===== src/rtl/wr_gray_sync.sv =====
// rtl/wr_gray_sync.sv - write-domain read-pointer synchronizer with occupancy, full and Gray-error tracking
//
// Brings the read-domain Gray pointer into wr_clk through a SYNC_STAGES flop
// chain, converts it to binary, and derives registered occupancy, full and
// almost_full flags against the write logic's next binary pointer. It also
// watches the synchronized pointer for multi-bit steps or impossible
// occupancy and reports them through a sticky flag and a saturating counter.
//
// Ports:
//   wr_clk       in   write-domain clock, rising edge
//   wr_rst       in   asynchronous active-low reset
//   rd_gray_in   in   Gray read pointer from the read domain (asynchronous)
//   wr_bin_nxt   in   binary write pointer loaded at this edge
//   clr_err      in   synchronous clear of gray_err / err_cnt
//   rd_gray_sync out  last synchronizer stage
//   rd_bin_sync  out  registered binary form of rd_gray_sync
//   fill_level   out  registered occupancy, 0..DEPTH
//   full         out  registered full flag
//   almost_full  out  registered fill_level >= AF_THRESH
//   gray_err     out  sticky protocol-error flag
//   err_cnt      out  saturating error counter

module wr_gray_sync #(
    parameter int ADD_WIDTH   = 3,
    parameter int SYNC_STAGES = 2,
    parameter int AF_THRESH   = 2**ADD_WIDTH - 2
) (
    input  logic                 wr_clk,
    input  logic                 wr_rst,
    input  logic [ADD_WIDTH:0]   rd_gray_in,
    input  logic [ADD_WIDTH:0]   wr_bin_nxt,
    input  logic                 clr_err,
    output logic [ADD_WIDTH:0]   rd_gray_sync,
    output logic [ADD_WIDTH:0]   rd_bin_sync,
    output logic [ADD_WIDTH:0]   fill_level,
    output logic                 full,
    output logic                 almost_full,
    output logic                 gray_err,
    output logic [7:0]           err_cnt
);

    localparam int PW    = ADD_WIDTH + 1;
    localparam int DEPTH = 2**ADD_WIDTH;
    localparam logic [ADD_WIDTH:0] DEPTH_V = PW'(DEPTH);
    localparam logic [ADD_WIDTH:0] AF_V    = PW'(AF_THRESH);

    generate
        if (SYNC_STAGES < 2 || SYNC_STAGES > 4) begin : g_bad_sync_stages
            $error("wr_gray_sync: SYNC_STAGES must be in 2..4");
        end
        if (AF_THRESH < 1 || AF_THRESH > DEPTH) begin : g_bad_af_thresh
            $error("wr_gray_sync: AF_THRESH must be in 1..DEPTH");
        end
    endgenerate

    function automatic logic [ADD_WIDTH:0] gray2bin(input logic [ADD_WIDTH:0] g);
        logic [ADD_WIDTH:0] b;
        b[ADD_WIDTH] = g[ADD_WIDTH];
        for (int i = ADD_WIDTH - 1; i >= 0; i--) begin
            b[i] = b[i+1] ^ g[i];
        end
        return b;
    endfunction

    logic [ADD_WIDTH:0] sync_q [SYNC_STAGES];
    logic [ADD_WIDTH:0] sync_d [SYNC_STAGES];
    logic [ADD_WIDTH:0] prev_q, prev_d;
    logic [ADD_WIDTH:0] rd_bin_q, rd_bin_d;
    logic [ADD_WIDTH:0] fill_q, fill_d;
    logic               full_q, full_d;
    logic               af_q, af_d;
    logic               gray_err_q, gray_err_d;
    logic [7:0]         err_cnt_q, err_cnt_d;

    logic [ADD_WIDTH:0] gray_now;
    logic [ADD_WIDTH:0] gray_diff;
    logic [ADD_WIDTH:0] occ;
    logic               multi_bit;
    logic               occ_err;
    logic               err_evt;

    always_comb begin
        sync_d[0] = rd_gray_in;
        for (int i = 1; i < SYNC_STAGES; i++) begin
            sync_d[i] = sync_q[i-1];
        end
    end

    always_comb begin
        gray_now  = sync_q[SYNC_STAGES-1];
        gray_diff = gray_now ^ prev_q;
        // Clearing the lowest set bit leaves a nonzero value only when two or
        // more bits changed, i.e. Hamming distance > 1.
        multi_bit = (gray_diff & (gray_diff - 1'b1)) != '0;

        // Wrap-around falls out of the modulo-2**PW subtraction.
        occ     = wr_bin_nxt - rd_bin_q;
        occ_err = occ > DEPTH_V;
        err_evt = multi_bit | occ_err;

        prev_d   = gray_now;
        rd_bin_d = gray2bin(gray_now);
        fill_d   = occ;
        full_d   = (wr_bin_nxt[ADD_WIDTH] != rd_bin_q[ADD_WIDTH]) &&
                   (wr_bin_nxt[ADD_WIDTH-1:0] == rd_bin_q[ADD_WIDTH-1:0]);
        af_d     = full_d | (occ >= AF_V);

        gray_err_d = gray_err_q;
        err_cnt_d  = err_cnt_q;
        if (err_evt) begin
            // A fresh error outranks a simultaneous clear: the clear wipes
            // history, then this event is counted as the first one.
            gray_err_d = 1'b1;
            if (clr_err) begin
                err_cnt_d = 8'd1;
            end else if (err_cnt_q != 8'hFF) begin
                err_cnt_d = err_cnt_q + 8'd1;
            end
        end else if (clr_err) begin
            gray_err_d = 1'b0;
            err_cnt_d  = 8'd0;
        end
    end

    always_ff @(posedge wr_clk or negedge wr_rst) begin
        if (!wr_rst) begin
            for (int i = 0; i < SYNC_STAGES; i++) begin
                sync_q[i] <= '0;
            end
            prev_q     <= '0;
            rd_bin_q   <= '0;
            fill_q     <= '0;
            full_q     <= 1'b0;
            af_q       <= 1'b0;
            gray_err_q <= 1'b0;
            err_cnt_q  <= 8'd0;
        end else begin
            for (int i = 0; i < SYNC_STAGES; i++) begin
                sync_q[i] <= sync_d[i];
            end
            prev_q     <= prev_d;
            rd_bin_q   <= rd_bin_d;
            fill_q     <= fill_d;
            full_q     <= full_d;
            af_q       <= af_d;
            gray_err_q <= gray_err_d;
            err_cnt_q  <= err_cnt_d;
        end
    end

    assign rd_gray_sync = sync_q[SYNC_STAGES-1];
    assign rd_bin_sync  = rd_bin_q;
    assign fill_level   = fill_q;
    assign full         = full_q;
    assign almost_full  = af_q;
    assign gray_err     = gray_err_q;
    assign err_cnt      = err_cnt_q;

endmodule


===== config.mk =====
export PLATFORM = sky130hd
export DESIGN_NAME = wr_gray_sync
export DESIGN_NICKNAME = d
export VERILOG_FILES = /design/src/rtl/wr_gray_sync.sv
export SDC_FILE = /design/constraint.sdc
export NUM_CORES = 1
export LEC_CHECK = 0
export CAP_MARGIN = 20
export CORE_ASPECT_RATIO = 2
export CORE_MARGIN = 3
export CORE_UTILIZATION = 25
export DETAILED_ROUTE_END_ITERATION = 7
export HOLD_SLACK_MARGIN = 0.15
export RECOVER_POWER = 25
export REMOVE_ABC_BUFFERS = 1
export SYNTH_ARGS = -nofsm -noshare
export SYNTH_HDL_FRONTEND = slang
export SYNTH_SLANG_ARGS = --single-unit

===== constraint.sdc =====
create_clock -name wr_clk -period 2.8 [get_ports wr_clk]
set_clock_uncertainty 0.05 [all_clocks]
set_input_delay 0.56 -clock wr_clk [delete_from_list [all_inputs] [get_ports wr_clk]]
set_output_delay 0.56 -clock wr_clk [all_outputs]
set_load 0.05 [all_outputs]

==> results of run 1 <==
-- where the power goes --
| group | total [mW] | leakage [nW] | internal, mW | switching [mW] |
|---|---|---|---|---|
| clock network | 0.352 | 0.0472 | 0.197 | 0.155 |
| logic | 0.508 | 0.399 | 0.194 | 0.314 |
| registers | 0.532 | 0.363 | 0.492 | 0.0395 |
| total | 1.39 | 0.809 | 0.883 | 0.509 |
-- worst register-to-register path, cell delays in order (launching register included) --
cell	delay, ps
dfrtp_1	380
ha_1	210
fa_1	380
xor2_1	180
nand3_1	110
a22oi_2	410
nor3b_1	120
mux2_1	320
-- layout make-up --
class                           count  share of cell area (%)
Tap cell                           57                    3.96
Timing Repair Buffer               39                    20.6
Inverter                           10                    2.08
Multi-Input combinational cell     60                    26.4
Clock inverter                      2                   0.694
Clock buffer                        6                    4.58
Sequential cell                    30                    41.6
-- synth_stat cells (all sizes together) --
master,n
dfrtp,30
nor2,6
ha,4
o21bai,1
nor3,1
xor2,5
nand2,2
a211o,1
or4,1
o211ai,2
o311ai,1
o21ai,3
a21oi,3
fa,1
clkbuf,1
nor2b,3
o41ai,1
or3b,1
mux2,3
o31ai,1
buf,4
nor3b,5
and3,4
inv,10
xnor2,5
a22oi,1
nand3,4
o32ai,1
-- final timing paths --
kind | startpoint | endpoint | cells after the start
worst max-delay path | wr_bin_nxt[0] | err_cnt[4] | 9
worst min-delay path | sync_d[0] | rd_gray_sync[0] | 0
worst max register to register | rd_bin_sync[0] | err_cnt[4] | 7
worst min register to register | sync_d[0] | rd_gray_sync[0] | 0
max in group asynchronous | wr_rst | rd_bin_sync[2] | 2
min in group asynchronous | wr_rst | err_cnt[0] | 2
-- state kept, by name, summed over array words and instances (netlist names) --
register	cells
almost_full	1
err_cnt	8
fill_level	4
full	1
gray_err	1
prev_q	4
rd_bin_sync	3
rd_gray_sync	4
sync_d	4
-- metrics by stage --
step / setup WS (ps) / std cells
6_report: 129 / 204
3_3_place_gp: -110 / 196
4_1_cts: 134 / 204
5_1_grt: 23.8 / 204
3_5_place_dp: -171 / 196
2_1_floorplan: 304 / 100
-- cells by family after synthesis --
family,count (synthesis)
DFF,30
and+or+nand+nor,27
AOI/OAI and AO/OA,15
buffers and inverters,15
xor gates and xnor gates,10
adders and majority gates,5
muxes,3
-- layer usage --
layer | vias up | track usage, % | share of wire (%)
li1 | 432 | - | -
met1 | 451 | 9.45 | 35
met2 | 31 | 17.7 | 56
met3 | 7 | 2.27 | 6.0
met4 | 0 | 5.47 | 2.5
met5 | - | 0 | 0
==> summary.md, run 1 <==
| Metric | Value |
|---|---|
| Outcome | `complete, but fails checks` |
| Violated checks | `capacitance limit, slew limit` |
| Min Hold Slack | `about 300 ps` |
| Flip-flop and latch count after synthesis | `30` |
| Synth area leaders | `dfrtp_1, ha_1, xor2_1, inv_1, xnor2_1` |
| Cell type with the highest aggregate area in the netlist | `dfrtp_1` |
| Violation count after the first detailed-routing iteration | `13` |
| Crit path kind | `input pin to flip-flop` |
| Largest family of logic cells by synthesized area | `simple AND/OR/NAND/NOR gates` |
| Fin area | `roughly 0.0018 mm^2` |
| Std-Cell Rows | `36` |
| Fill cell total of the finished layout | `508` |
| Crit path buf inv count | `2` |
| Root buffer cell | `clkbuf_8` |
| Placement-stage cell area | `0.00171 mm^2` |
| # resized after CTS | `0` |
| Power Total | `1.39 mW` |
| Worst slew slack as a fraction of its limit | `-3.99%` |
| RSZ-0062 raised after global routing | `no` |
| Number of nets with antenna violations after routing | `0` |
| Proportion of synthesized chip area in sequential cells | `57.6%` |
| Delay-heaviest family, CP | `adder cells` |
| Total area of multi-input combinational cells | `477 um^2` |
| Area grow syn2layout | `38.4%` |
| Proportion of synthesized area in mux cells | `2.59%` |
| Commonest non-fill, non-tap cell in the layout | `dfrtp_1` |
| Max-Cap Viols | `1` |
| Unique cell type count in the Yosys netlist | `33` |
| Number of I/O pins | `34` |
| Die area | `0.00616 mm^2` |
| Maximum clock rate | `374 MHz` |
| Starting density of the core | `26.3%` |
| Fin nets | `162` |
| Critical Path Sink Type | `flip-flop` |
| Sequential cell area | `751 um^2` |
| Number of hold violations in the final report | `0` |
| H-Tree Depth | `2` |
| Number of buffers added to fix hold violations after cts | `0` |
| Tcrit/Tclk final | `95.4%` |
| Startpoint class of the critical path | `input pin` |
| Largest incremental delay on the critical path | `approximately 450 ps` |
| Half-perimeter wire length after detailed placement | `2130 um` |
| Worst endpoint required time | `2910 ps` |
| Final Critical Period | `2670 ps` |
| Via count | `921` |
| Peak supply drop | `383 uV` |
| Fraction of the mapped netlist area in simple logic gates | `between 10% and 20%` |
| Type of the tightest min-delay check | `flip-flop to flip-flop` |
| Clock network latency to the later pin of the worst-skew pair | `approximately 280 ps` |
| Largest fanout of any net on the critical path | `9` |
| Antenna fix cells | `0` |
| Arrival time at the worst endpoint | `between 2000 and 3000 ps` |
| Number of buffers added by the clock tree synthesis step | `5` |
| Slew at the pin with the worst max-slew slack | `1560 ps` |
| Instance count of the mapped netlist | `105` |
| Die Height | `108 um` |
| Total wire length | `2660 um` |
| DR DRC count | `0` |
| Standard cell core area | `between 0.004 and 0.005 mm^2` |
| Vias in the first global route | `about 1000` |
| Number of setup buffers added after CTS | `0` |
| Area share of the leading cell type in the synthesized netlist | `between 50% and 60%` |
| Mean routed wirelength per cell | `~13 um` |
| Share of layout cells above drive strength 1 | `12.9%` |
| Area share of xor/xnor cells in the synthesized design | `7.30%` |
| Register-to-register path setup slack | `530 ps` |
| Ys Warns | `0` |
| Crit-path slowest cell | `clkdlybuf4s50_1` |
| Synthesized-area fraction occupied by ao, oa, aoi and oai cells | `roughly 9.2%` |
| Final slew viol count | `31` |
| Die X | `about 57 um` |
| TritonCTS clock tree | `done` |
| Critical path, cell by cell | `clkdlybuf4s50_1 > inv_1 > ha_1 > fa_1 > xor2_1 > nand3_1 > a22oi_2 > nor3b_1 > mux2_1` |
| Overall global routing resource usage | `9.59%` |
| Clock-pin slew on the worst setup and hold paths | `60 ps` |
| Post-synthesis area per instance | `12.4 um^2` |
| Total leakage power | `0.809 nW` |
| First-pass GRT wire length | `4510 um` |
| Pwr/cell area | `772 mW/mm^2` |
| Number of endpoints failing setup at the final stage | `0` |
| Number of clock sinks | `30` |
| Count of buffers inserted at the top-level ports | `33` |
| Final core utilization | `a little over a third` |
| Via density per instance | `4.51` |
| Post-synthesis instance area | `0.00130 mm^2` |
| Number of antenna violations at the first check in global routing | `0` |
| Gpl congestion | `0.767` |
| DRT Pass-1 Iters | `4` |
| Maximum clock insertion buffer count | `2` |
| Leading cell types in the layout, fill and taps excluded | `dfrtp_1, clkdlybuf4s50_1, inv_1, nor2_1, clkbuf_8` |
| Remaining global-route overflow | `0` |
| Setup_tns | `0 ps` |
| Maximum number of pins on one net before global-route repair | `31` |
| Synthesized-area fraction occupied by adder cells | `5.38%` |
Power figures use the tool's default switching activity.
==> run 2: changes to the inputs <==
- CORE_UTILIZATION: 25 -> 28
- GPL_TIMING_DRIVEN: not set -> 0
==> summary.md, run 2 (synthesis results as in run 1) <==
| Metric | Value |
|---|---|
| Vias in the first global route | `1007 (+0.90%)` |
| Share of layout cells above drive strength 1 | `15.4% (+2.5 points)` |
| Total leakage power | `0.829 nW (+2.4%)` |
| Hold path startpoint | `sync_d[1]` |
| Outcome | `finished clean` |
| Overall global routing resource usage | `11.0% (+1.4 points)` |
| DR DRC count | `0 (unchanged)` |
| Number of cells on the worst reg-to-reg path | `9 (+2)` |
| Number of I/O pins | `34 (unchanged)` |
| Startpoint class of the critical path | `input pin` |
| Number of clock sinks | `30 (unchanged)` |
| Gpl congestion | `0.797 (+3.9%)` |
| Die area | `0.00556 mm^2 (-9.9%)` |
| Register-to-register path setup slack | `480 ps (-50 ps)` |
| Antenna fix cells | `0 (unchanged)` |
| Number of endpoints failing setup at the final stage | `0 (unchanged)` |
| Max-Cap Viols | `0 (-1)` |
| Die X | `54.2 um (-4.9%)` |
| First-pass GRT wire length | `4420 um (-2.0%)` |
| Largest incremental delay on the critical path | `510 ps (+60 ps)` |
| Number of instances on the worst hold path | `0 (unchanged)` |
| Minimum setup slack after placement | `-424 ps (-252 ps)` |
| Number of flip-flops in the largest register | `8 (unchanged)` |
| Tcrit/Tclk final | `96.7% (+1.3 points)` |
| Commonest non-fill, non-tap cell in the layout | `dfrtp_1` |
| TritonCTS clock tree | `done` |
| Critical Path Sink Type | `flip-flop` |
| Number of hold violations in the final report | `0 (unchanged)` |
| Maximum clock insertion buffer count | `2 (unchanged)` |
| Arrival time at the worst endpoint | `2850 ps (+70 ps)` |
| Fin nets | `164 (+1.2%)` |
| Final slew viol count | `0 (-100%)` |
| Maximum number of pins on one net before global-route repair | `20 (-35%)` |
| Via count | `948 (+2.9%)` |
| Maximum clock rate | `370 MHz (-1.3%)` |
| Final core utilization | `41.7% (+5.3 points)` |
| RSZ-0062 raised after global routing | `no` |
| Number of buffers added by the clock tree synthesis step | `5 (unchanged)` |
| End point of the worst hold path | `rd_gray_sync[1]` |
| Worst-case setup margin in the final layout | `93.8 ps (-35.3 ps)` |
| Peak supply drop | `604 uV (+57%)` |
| Half-perimeter wire length after detailed placement | `2040 um (-3.9%)` |
| Starting density of the core | `29.4% (+3.2 points)` |
| Remaining global-route overflow | `0 (unchanged)` |
| Via density per instance | `4.67 (+3.4%)` |
| Type of the tightest min-delay check | `flip-flop to flip-flop` |
| Clock network latency to the later pin of the worst-skew pair | `270 ps (about the same)` |
| Std-Cell Rows | `34 (-5.6%)` |
| Slew at the pin with the worst max-slew slack | `668 ps (-892 ps)` |
| Area grow syn2layout | `41.5%` |
| Largest fanout of any net on the critical path | `5 (-4)` |
| Reg2reg end | `err_cnt[5]` |
| Standard cell core area | `0.00442 mm^2 (-11%)` |
| Die Height | `102 um (-5.2%)` |
| Crit path kind | `input pin to flip-flop` |
| DRT Pass-1 Iters | `4 (unchanged)` |
| Worst endpoint required time | `2940 ps (+30 ps)` |
| Final Critical Period | `2710 ps (+35.3 ps)` |
| H-Tree Depth | `2 (unchanged)` |
| Number of antenna violations at the first check in global routing | `0 (unchanged)` |
| Beginning of the worst register-to-register path | `rd_bin_sync[1]` |
| Critical path, cell by cell | `clkdlybuf4s50_1 > inv_1 > ha_2 > fa_2 > xor2_1 > nand3_1 > a22oi_2 > buf_4 > or4_1 > a21oi_2` |
| Root buffer cell | `clkbuf_8` |
| Violation count after the first detailed-routing iteration | `13 (unchanged)` |
| Count of buffers inserted at the top-level ports | `33 (unchanged)` |
| Total wire length | `2780 um (+4.4%)` |
| Mean routed wirelength per cell | `13.7 um (+4.9%)` |
| Crit-path slowest cell | `or4_1` |
| Clock-pin slew on the worst setup and hold paths | `60 ps (about the same)` |
| Leading cell types in the layout, fill and taps excluded | `dfrtp_1, clkdlybuf4s50_1, inv_1` |
| Pwr/cell area | `762 mW/mm^2 (-1.3%)` |
| Number of buffers added to fix hold violations after cts | `0 (unchanged)` |
| Number of nets with antenna violations after routing | `0 (unchanged)` |
| Worst slew slack as a fraction of its limit | `55.3% (+59 points)` |
-- run 2: report_power, final --
group	internal (mW)	leakage, nW	switching [mW]	total, mW
clock	0.198	0.0482	0.144	0.341
sequential	0.492	0.363	0.0367	0.529
combinational	0.205	0.417	0.329	0.534
-- run 2: worst max-delay path by stage --
stage / start / endpoint / slack [ps] / depth (start not counted)
after floorplan: rd_bin_sync[0] / err_cnt[2] / 300 / 7
after global placement: wr_bin_nxt[0] / err_cnt[4] / -370 / 9
after detailed placement: wr_bin_nxt[0] / err_cnt[2] / -420 / 9
after CTS: wr_bin_nxt[0] / err_cnt[5] / 30 / 11
after global routing: wr_bin_nxt[0] / err_cnt[2] / 30 / 9
final: wr_bin_nxt[0] / err_cnt[5] / 90 / 10
-- run 2: critical path, delay by kind of cell --
family,cells,cell delay [ps]
AOI/OAI and AO/OA,2,280
buffers and inverters,3,680
xor gates and xnor gates,1,170
and+or+nand+nor,2,650
adders and majority gates,2,510
-- run 2: area by class of cell --
cell class / count / area [um^2]
Fill cell: 433 / 2580
Multi-Input combinational cell: 61 / 493
Timing Repair Buffer: 40 / 403
Tap cell: 54 / 67.6
Sequential cell: 30 / 751
Clock inverter: 1 / 5.00
Clock buffer: 7 / 86.3
Inverter: 10 / 37.5
-- run 2: metal layers --
| metal | global-route usage, % | share of wire [%] | vias up |
|---|---|---|---|
| met5 | 0 | 0 | - |
| met4 | 5.18 | 2.0 | 0 |
| met3 | 3.21 | 5.4 | 5 |
| met2 | 20.4 | 58 | 32 |
| met1 | 10.3 | 34 | 470 |
| li1 | - | - | 441 |
-- run 2: metrics by stage --
stage	instances	hold slack [ps]	total power [mW]	TNS, ps	area (um^2)
final	203	299	1.40	0	1840
after global routing	203	314	1.48	0	1840
after CTS	201	303	1.41	0	1820
after global placement	187	284	1.01	-2160	1660
after detailed placement	188	287	1.04	-2590	1690
after floorplan	100	214	0.850	0	1260
-- run 2: repair_timing --
| item | CTS | global route |
|---|---|---|
| pin swaps | 1 | 4 |
| gates cloned | 0 | 1 |
| resized for setup | 1 | 2 |
| endpoints found under the setup margin | 5 | 1 |
| buffers inserted | 5 | 2 |
